$ cat config.mk
export PLATFORM = sky130hd
export DESIGN_NAME = calc_result_sequencer
export DESIGN_NICKNAME = d
export VERILOG_FILES = /design/src/rtl/calc_result_sequencer.sv
export SDC_FILE = /design/constraint.sdc
export NUM_CORES = 1
export LEC_CHECK = 0
export CORE_UTILIZATION = 40
export CTS_BUF_LIST = sky130_fd_sc_hd__clkbuf_8
export CTS_CLUSTER_DIAMETER = 50
export DETAILED_ROUTE_END_ITERATION = 8
export PLACE_DENSITY = 0.67
export SLEW_MARGIN = 20
export SYNTH_ARGS = -nofsm -noshare
export SYNTH_HDL_FRONTEND = slang
export SYNTH_SLANG_ARGS = --single-unit
$ cat constraint.sdc
create_clock -name clock -period 3.1 [get_ports clock]
set_input_delay 0.62 -clock clock [delete_from_list [all_inputs] [get_ports clock]]
set_output_delay 0.62 -clock clock [all_outputs]
set_load 0.02 [all_outputs]
$ cat src/rtl/calc_result_sequencer.sv
// ---------------------------------------------------------------------------
// calc_result_sequencer
// Runs one calculator operation end to end. It latches the operands and opcode
// when start is accepted and pulses alu_go. It waits ALU_LAT edges for the ALU,
// then captures the result and flags. It converts the 8-bit result to BCD with a
// serial shift-add-3 that handles one bit per cycle. Finally it publishes the
// digits and flags together with a one-cycle done pulse.
//
// Ports
//   clock, reset          : system clock; synchronous active-high reset
//   start                 : level request, honoured only while idle
//   operand_a/b, opcode   : operation inputs, sampled on the accepting edge
//   alu_result/overflow/carry : ALU response, sampled ALU_LAT edges after launch
//   alu_a/b, alu_op       : registered operands/opcode to the ALU
//   alu_go                : one-cycle ALU launch pulse
//   busy                  : high in every state except idle
//   done                  : one-cycle pulse, display outputs valid from this cycle
//   Units/Tens/Hundreds   : BCD digits of the last published result
//   Zero/Overflow/Carry_out : flags of the last published result
// ---------------------------------------------------------------------------
module calc_result_sequencer #(
    parameter int ALU_LAT = 1
) (
    input  logic       clock,
    input  logic       reset,
    input  logic       start,
    input  logic [7:0] operand_a,
    input  logic [7:0] operand_b,
    input  logic [1:0] opcode,
    input  logic [7:0] alu_result,
    input  logic       alu_overflow,
    input  logic       alu_carry,
    output logic [7:0] alu_a,
    output logic [7:0] alu_b,
    output logic [1:0] alu_op,
    output logic       alu_go,
    output logic       busy,
    output logic       done,
    output logic [3:0] Units,
    output logic [3:0] Tens,
    output logic [1:0] Hundreds,
    output logic       Zero,
    output logic       Overflow,
    output logic       Carry_out
);

    typedef enum logic [1:0] {
        S_IDLE    = 2'd0,
        S_LAUNCH  = 2'd1,
        S_WAIT    = 2'd2,
        S_CONVERT = 2'd3
    } state_t;

    localparam logic [3:0] WAIT_LAST = 4'(ALU_LAT - 1);
    localparam logic [3:0] BIT_LAST  = 4'd7;

    // Add-3 correction applied to a BCD nibble before each shift.
    function automatic logic [3:0] add3(input logic [3:0] n);
        logic [3:0] r;
        if (n >= 4'd5) begin
            r = n + 4'd3;
        end else begin
            r = n;
        end
        return r;
    endfunction

    state_t      state_q, state_d;
    logic [3:0]  cnt_q, cnt_d;          // wait counter in WAIT, bit counter in CONVERT
    logic [7:0]  result_q, result_d;
    logic        ovf_q, ovf_d;
    logic        carry_q, carry_d;
    // {hundreds[1:0], tens[3:0], units[3:0], binary[7:0]}
    logic [17:0] bcd_q, bcd_d;
    logic [17:0] conv_s;
    logic [7:0]  alu_a_q, alu_a_d;
    logic [7:0]  alu_b_q, alu_b_d;
    logic [1:0]  alu_op_q, alu_op_d;
    logic        alu_go_q, alu_go_d;
    logic        busy_q, busy_d;
    logic        done_q, done_d;
    logic [3:0]  units_q, units_d;
    logic [3:0]  tens_q, tens_d;
    logic [1:0]  hund_q, hund_d;
    logic        zero_q, zero_d;
    logic        ovf_out_q, ovf_out_d;
    logic        carry_out_q, carry_out_d;

    // One double-dabble iteration: correct units/tens, then shift left by one.
    // Hundreds never exceeds 2, so it needs no correction.
    always_comb begin
        conv_s = {bcd_q[16], add3(bcd_q[15:12]), add3(bcd_q[11:8]), bcd_q[7:0], 1'b0};
    end

    // Next-state and output computation for the sequencing FSM.
    always_comb begin
        state_d     = state_q;
        cnt_d       = cnt_q;
        result_d    = result_q;
        ovf_d       = ovf_q;
        carry_d     = carry_q;
        bcd_d       = bcd_q;
        alu_a_d     = alu_a_q;
        alu_b_d     = alu_b_q;
        alu_op_d    = alu_op_q;
        alu_go_d    = 1'b0;
        done_d      = 1'b0;
        units_d     = units_q;
        tens_d      = tens_q;
        hund_d      = hund_q;
        zero_d      = zero_q;
        ovf_out_d   = ovf_out_q;
        carry_out_d = carry_out_q;

        case (state_q)
            S_IDLE: begin
                if (start) begin
                    state_d  = S_LAUNCH;
                    alu_a_d  = operand_a;
                    alu_b_d  = operand_b;
                    alu_op_d = opcode;
                    alu_go_d = 1'b1;
                end else begin
                    state_d = S_IDLE;
                end
            end
            S_LAUNCH: begin
                state_d = S_WAIT;
                cnt_d   = 4'd0;
            end
            S_WAIT: begin
                if (cnt_q == WAIT_LAST) begin
                    result_d = alu_result;
                    ovf_d    = alu_overflow;
                    carry_d  = alu_carry;
                    bcd_d    = {10'd0, alu_result};
                    cnt_d    = 4'd0;
                    state_d  = S_CONVERT;
                end else begin
                    cnt_d = cnt_q + 4'd1;
                end
            end
            S_CONVERT: begin
                bcd_d = conv_s;
                if (cnt_q == BIT_LAST) begin
                    units_d     = conv_s[11:8];
                    tens_d      = conv_s[15:12];
                    hund_d      = conv_s[17:16];
                    zero_d      = (result_q == 8'd0);
                    ovf_out_d   = ovf_q;
                    carry_out_d = carry_q;
                    done_d      = 1'b1;
                    state_d     = S_IDLE;
                end else begin
                    cnt_d = cnt_q + 4'd1;
                end
            end
            default: begin
                state_d = S_IDLE;
            end
        endcase

        busy_d = (state_d != S_IDLE);
    end

    // State and output registers with synchronous reset; display resets to 000.
    always_ff @(posedge clock) begin
        if (reset) begin
            state_q     <= S_IDLE;
            cnt_q       <= 4'd0;
            result_q    <= 8'd0;
            ovf_q       <= 1'b0;
            carry_q     <= 1'b0;
            bcd_q       <= 18'd0;
            alu_a_q     <= 8'd0;
            alu_b_q     <= 8'd0;
            alu_op_q    <= 2'd0;
            alu_go_q    <= 1'b0;
            busy_q      <= 1'b0;
            done_q      <= 1'b0;
            units_q     <= 4'd0;
            tens_q      <= 4'd0;
            hund_q      <= 2'd0;
            zero_q      <= 1'b1;
            ovf_out_q   <= 1'b0;
            carry_out_q <= 1'b0;
        end else begin
            state_q     <= state_d;
            cnt_q       <= cnt_d;
            result_q    <= result_d;
            ovf_q       <= ovf_d;
            carry_q     <= carry_d;
            bcd_q       <= bcd_d;
            alu_a_q     <= alu_a_d;
            alu_b_q     <= alu_b_d;
            alu_op_q    <= alu_op_d;
            alu_go_q    <= alu_go_d;
            busy_q      <= busy_d;
            done_q      <= done_d;
            units_q     <= units_d;
            tens_q      <= tens_d;
            hund_q      <= hund_d;
            zero_q      <= zero_d;
            ovf_out_q   <= ovf_out_d;
            carry_out_q <= carry_out_d;
        end
    end

    assign alu_a     = alu_a_q;
    assign alu_b     = alu_b_q;
    assign alu_op    = alu_op_q;
    assign alu_go    = alu_go_q;
    assign busy      = busy_q;
    assign done      = done_q;
    assign Units     = units_q;
    assign Tens      = tens_q;
    assign Hundreds  = hund_q;
    assign Zero      = zero_q;
    assign Overflow  = ovf_out_q;
    assign Carry_out = carry_out_q;

endmodule

==> impl_results.md <==
* Status: complete, but fails checks
* Failing checks: DRC
* Total power at 1.81 mW
* Total number of vias at 2363
* Final Cycle Share at 0.648
* Crit path max fanout at 10
* Vias in the first global route at 2201
* Cell at the root of the clock tree: sky130_fd_sc_hd__clkbuf_8
* Arrival time at the worst endpoint at 2.27 ns
* MaxCap Viol Count at 0
* Width of the chip at 83.9 µm
* Placed cell count at 437
* Port Buf Inserts at 64
* Final Instance Count excl. Fillers at approximately 450
* Count of H-tree levels built during CTS at 3
* Instance area after placement at 3320 µm²
* CP Data Required Time at roughly 3.4 ns
* Final core utilization at 0.543
* Number of library cell types mapped by synthesis at 36
* Simple-gate share of the synthesized area at 0.228
* Num Clock Sinks at 67
* Dominant synthesized flop cell: sky130_fd_sc_hd__dfxtp_1
* F_max at 498 MHz
* Post-synthesis net count at 351
* Fraction of layout cells with a size suffix above 1 at 0.0612
* Number of synthesized register bits at 67
* Syn Std Cell Area at approximately 2700 µm²
* Die outline height at around 84 µm
* Post-Route Hold Slack at 0.455 ns
* Leading post-synthesis cells by cell area: sky130_fd_sc_hd__dfxtp_1 50%, sky130_fd_sc_hd__nand2_1 9.5%, sky130_fd_sc_hd__a21oi_1 8.6%
* Number of nets with antenna violations after routing at 0
* Final standard cell area without fillers at 3490 µm²
* Insertion delay of the later-clocked pin in the worst-skew pair at 0.35 ns
* Number of setup violations in the final report at 0
* Std-Cell Rows at 29
* Number of antenna violations at the first check in global routing at 0
* Initial detailed-routing violation count at 140
* Gate count after technology mapping at 314
* Commonest cells post-synth: 68 x sky130_fd_sc_hd__nand2_1, 67 x sky130_fd_sc_hd__dfxtp_1, 46 x sky130_fd_sc_hd__a21oi_1
* Placeable core region at 6420 µm²
* M2 GR Usage at 0.285
* Aggregate global routing overflow at 0
* Multiplexer share of the synthesized area at 0.00840
* Post-Syn Area per Cell at 8.54 µm²
* Post-synthesis xor/xnor area fraction at 0.00654
* Post-cts gate resize count at 0
* Total number of yosys warnings at 0
* Clock period minus worst slack at between 2 and 2.5 ns
* Post-synthesis compound-gate area fraction at 0.176
* First-pass iteration count of the detailed router at 7
* CTS tree: built
* Worst Slack Setup Final at 1.09 ns
* Area Growth Syn to Fin at 30.1%
* Critical path class: flop to flop
* Hold Crit Class: flop to flop
* Via-to-Cell Ratio at ~5.2
* LEAKAGE at 1.20 nW
* DRC violation count after routing at 6
* Clock transition at the registers of the reported paths at 0.07 ns
* Peak VDD IR at about 0.26 mV
* Met1 Track Usage GR at 0.227
* Fraction of post-synthesis cell area in the top cell type by area at 0.500
* Hold buffers post-CTS at 0
* Final Wtd Congestion at around 0.79
* Sum of negative setup slack at 0 ns
* I/O pin cnt at 65
* Setup repair after global routing missed its margin: false
* Routed wire length per instance at 13.4 µm
* Combinational family with the most area after synthesis: simple AND/OR/NAND/NOR gates
* Most area-hungry cell type in the Yosys netlist: sky130_fd_sc_hd__dfxtp_1
* Post-placement worst setup slack at 1.06 ns
* Global routing usage summed across all routing layers at 0.184
* ANT cells at 0
* Fraction of synthesis flops using an asynchronous set or reset pin at 0
* Most used standard cell by instance count after synthesis: sky130_fd_sc_hd__nand2_1
* Crit path capture type: flop
* Adder-cell share of the synthesized area at 0.0280
* Busiest grt layer: met2
* Wirelength, routed at 6060 µm
* GR met3 Demand/Resource at 0.0663
* CTS Buffer Depth at 2
* Slew Viols, Final at 0
* Total power divided by cell area at just over 500 nW/µm²
* Setup Fix Bufs, Post-CTS at 0
* Post-detailed-placement half-perimeter wirelength at 3970 µm
* Total CTS buffers at 9
* Seq/Total Area, Yosys at 0.500
* Starting utilization of the core area at 0.417
* Sort of element at the start of the critical path: flop
* Nets at 408
* Maximum number of pins on one net before global-route repair at 37
* Number of enable-type register cells in the synthesized netlist at 0
* Max Clock Skew at 0.00711 ns
* Worst slew pin tran at 0.773 ns
* Global-route wire length before repair at 10300 µm
* Fin. Hold Viols at 0
* Total Die Area at 7030 µm²
* Slew HR at 0.481
[state kept, by name, indices dropped and copies added, names as in the netlist, 2 cells and up]
name	flops
Hundreds	2
alu_a	8
cnt_q	4
Tens	4
alu_op	2
bcd_q	17
alu_b	8
state_q	2
Units	4
result_q	8
[placed cells by master, fill, tap and decap left out, types with 2 or more instances in the layout]
| cell | Yosys | layout |
|---|---|---|
| sky130_fd_sc_hd__xnor2_1 | 2 | 2 |
| sky130_fd_sc_hd__a222oi_1 | 7 | 7 |
| sky130_fd_sc_hd__nor4_1 | 2 | 2 |
| sky130_fd_sc_hd__buf_4 | 2 | 2 |
| sky130_fd_sc_hd__nand4b_1 | 3 | 3 |
| sky130_fd_sc_hd__o211ai_1 | 3 | 3 |
| sky130_fd_sc_hd__nor3b_1 | 5 | 5 |
| sky130_fd_sc_hd__nor3_1 | 9 | 9 |
| sky130_fd_sc_hd__nand3_1 | 5 | 5 |
| sky130_fd_sc_hd__or4_1 | 3 | 3 |
| sky130_fd_sc_hd__inv_1 | 8 | 10 |
| sky130_fd_sc_hd__a31oi_1 | 2 | 2 |
| sky130_fd_sc_hd__a211oi_1 | 4 | 4 |
| sky130_fd_sc_hd__and2_1 | 2 | 2 |
| sky130_fd_sc_hd__clkbuf_8 | 0 | 10 |
| sky130_fd_sc_hd__nand3b_1 | 6 | 6 |
| sky130_fd_sc_hd__clkdlybuf4s50_1 | 0 | 63 |
| sky130_fd_sc_hd__and3_1 | 2 | 2 |
| sky130_fd_sc_hd__o21ai_1 | 4 | 4 |
| sky130_fd_sc_hd__dfxtp_1 | 67 | 67 |
| sky130_fd_sc_hd__nand2b_1 | 3 | 3 |
| sky130_fd_sc_hd__ha_1 | 6 | 6 |
| sky130_fd_sc_hd__nor2_1 | 13 | 13 |
| sky130_fd_sc_hd__clkinv_2 | 0 | 2 |
| sky130_fd_sc_hd__a21oi_1 | 46 | 46 |
| sky130_fd_sc_hd__o21ai_0 | 14 | 14 |
| sky130_fd_sc_hd__nand2_1 | 68 | 68 |
| sky130_fd_sc_hd__mux2_2 | 2 | 2 |
[report_power, final]
part | internal, mW | switching [mW]
Clock | 0.304 | 0.332
Combinational | 0.110 | 0.131
Sequential | 0.902 | 0.0291
Total | 1.32 | 0.493
[worst paths after layout]
| path | start | to | slack, ns | cells past startpoint |
|---|---|---|---|---|
| max | cnt_q[1] | Tens[0] | 1.09 | 6 |
| min | alu_a[0] | alu_a[0] | 0.46 | 2 |
| max reg2reg | cnt_q[1] | Tens[0] | 1.09 | 6 |
| min reg2reg | alu_a[0] | alu_a[0] | 0.46 | 2 |
[final cells by class]
cell class	instances	area, µm²
Sequential cell	67	1340
Tap cell	77	96.3
Clock buffer	10	138
Clock inverter	6	33.8
Timing Repair Buffer	66	651
Multi-Input combinational cell	219	1200
Inverter	8	30.0
Fill cell	611	2940
[metal layers]
| metal | part of all wire | routed length (µm) |
|---|---|---|
| met5 | 0 | 0 |
| met4 | 0.010 | 62 |
| met3 | 0.087 | 528 |
| met2 | 0.45 | 2720 |
| met1 | 0.45 | 2750 |
[kinds of logic (layout without fill, tap and decap cells)]
family,Yosys count,in the layout
AND/OR/NAND/NOR,127,127
AO/OA/AOI/OAI,82,82
flip-flops,67,67
buffers and inverters,28,90
adder cells (fa/ha/maj),6,6
XOR/XNOR,2,2
multiplexers,2,2
[critical path: stages (launching register included)]
cell and delay [ns]:
sky130_fd_sc_hd__dfxtp_1 0.39, sky130_fd_sc_hd__ha_1 0.28, sky130_fd_sc_hd__nand3b_1 0.16, sky130_fd_sc_hd__nor2_1 0.58, sky130_fd_sc_hd__buf_4 0.26, sky130_fd_sc_hd__nor2_1 0.04
sky130_fd_sc_hd__a211oi_1 0.20
(Power assumes the default switching activity.)
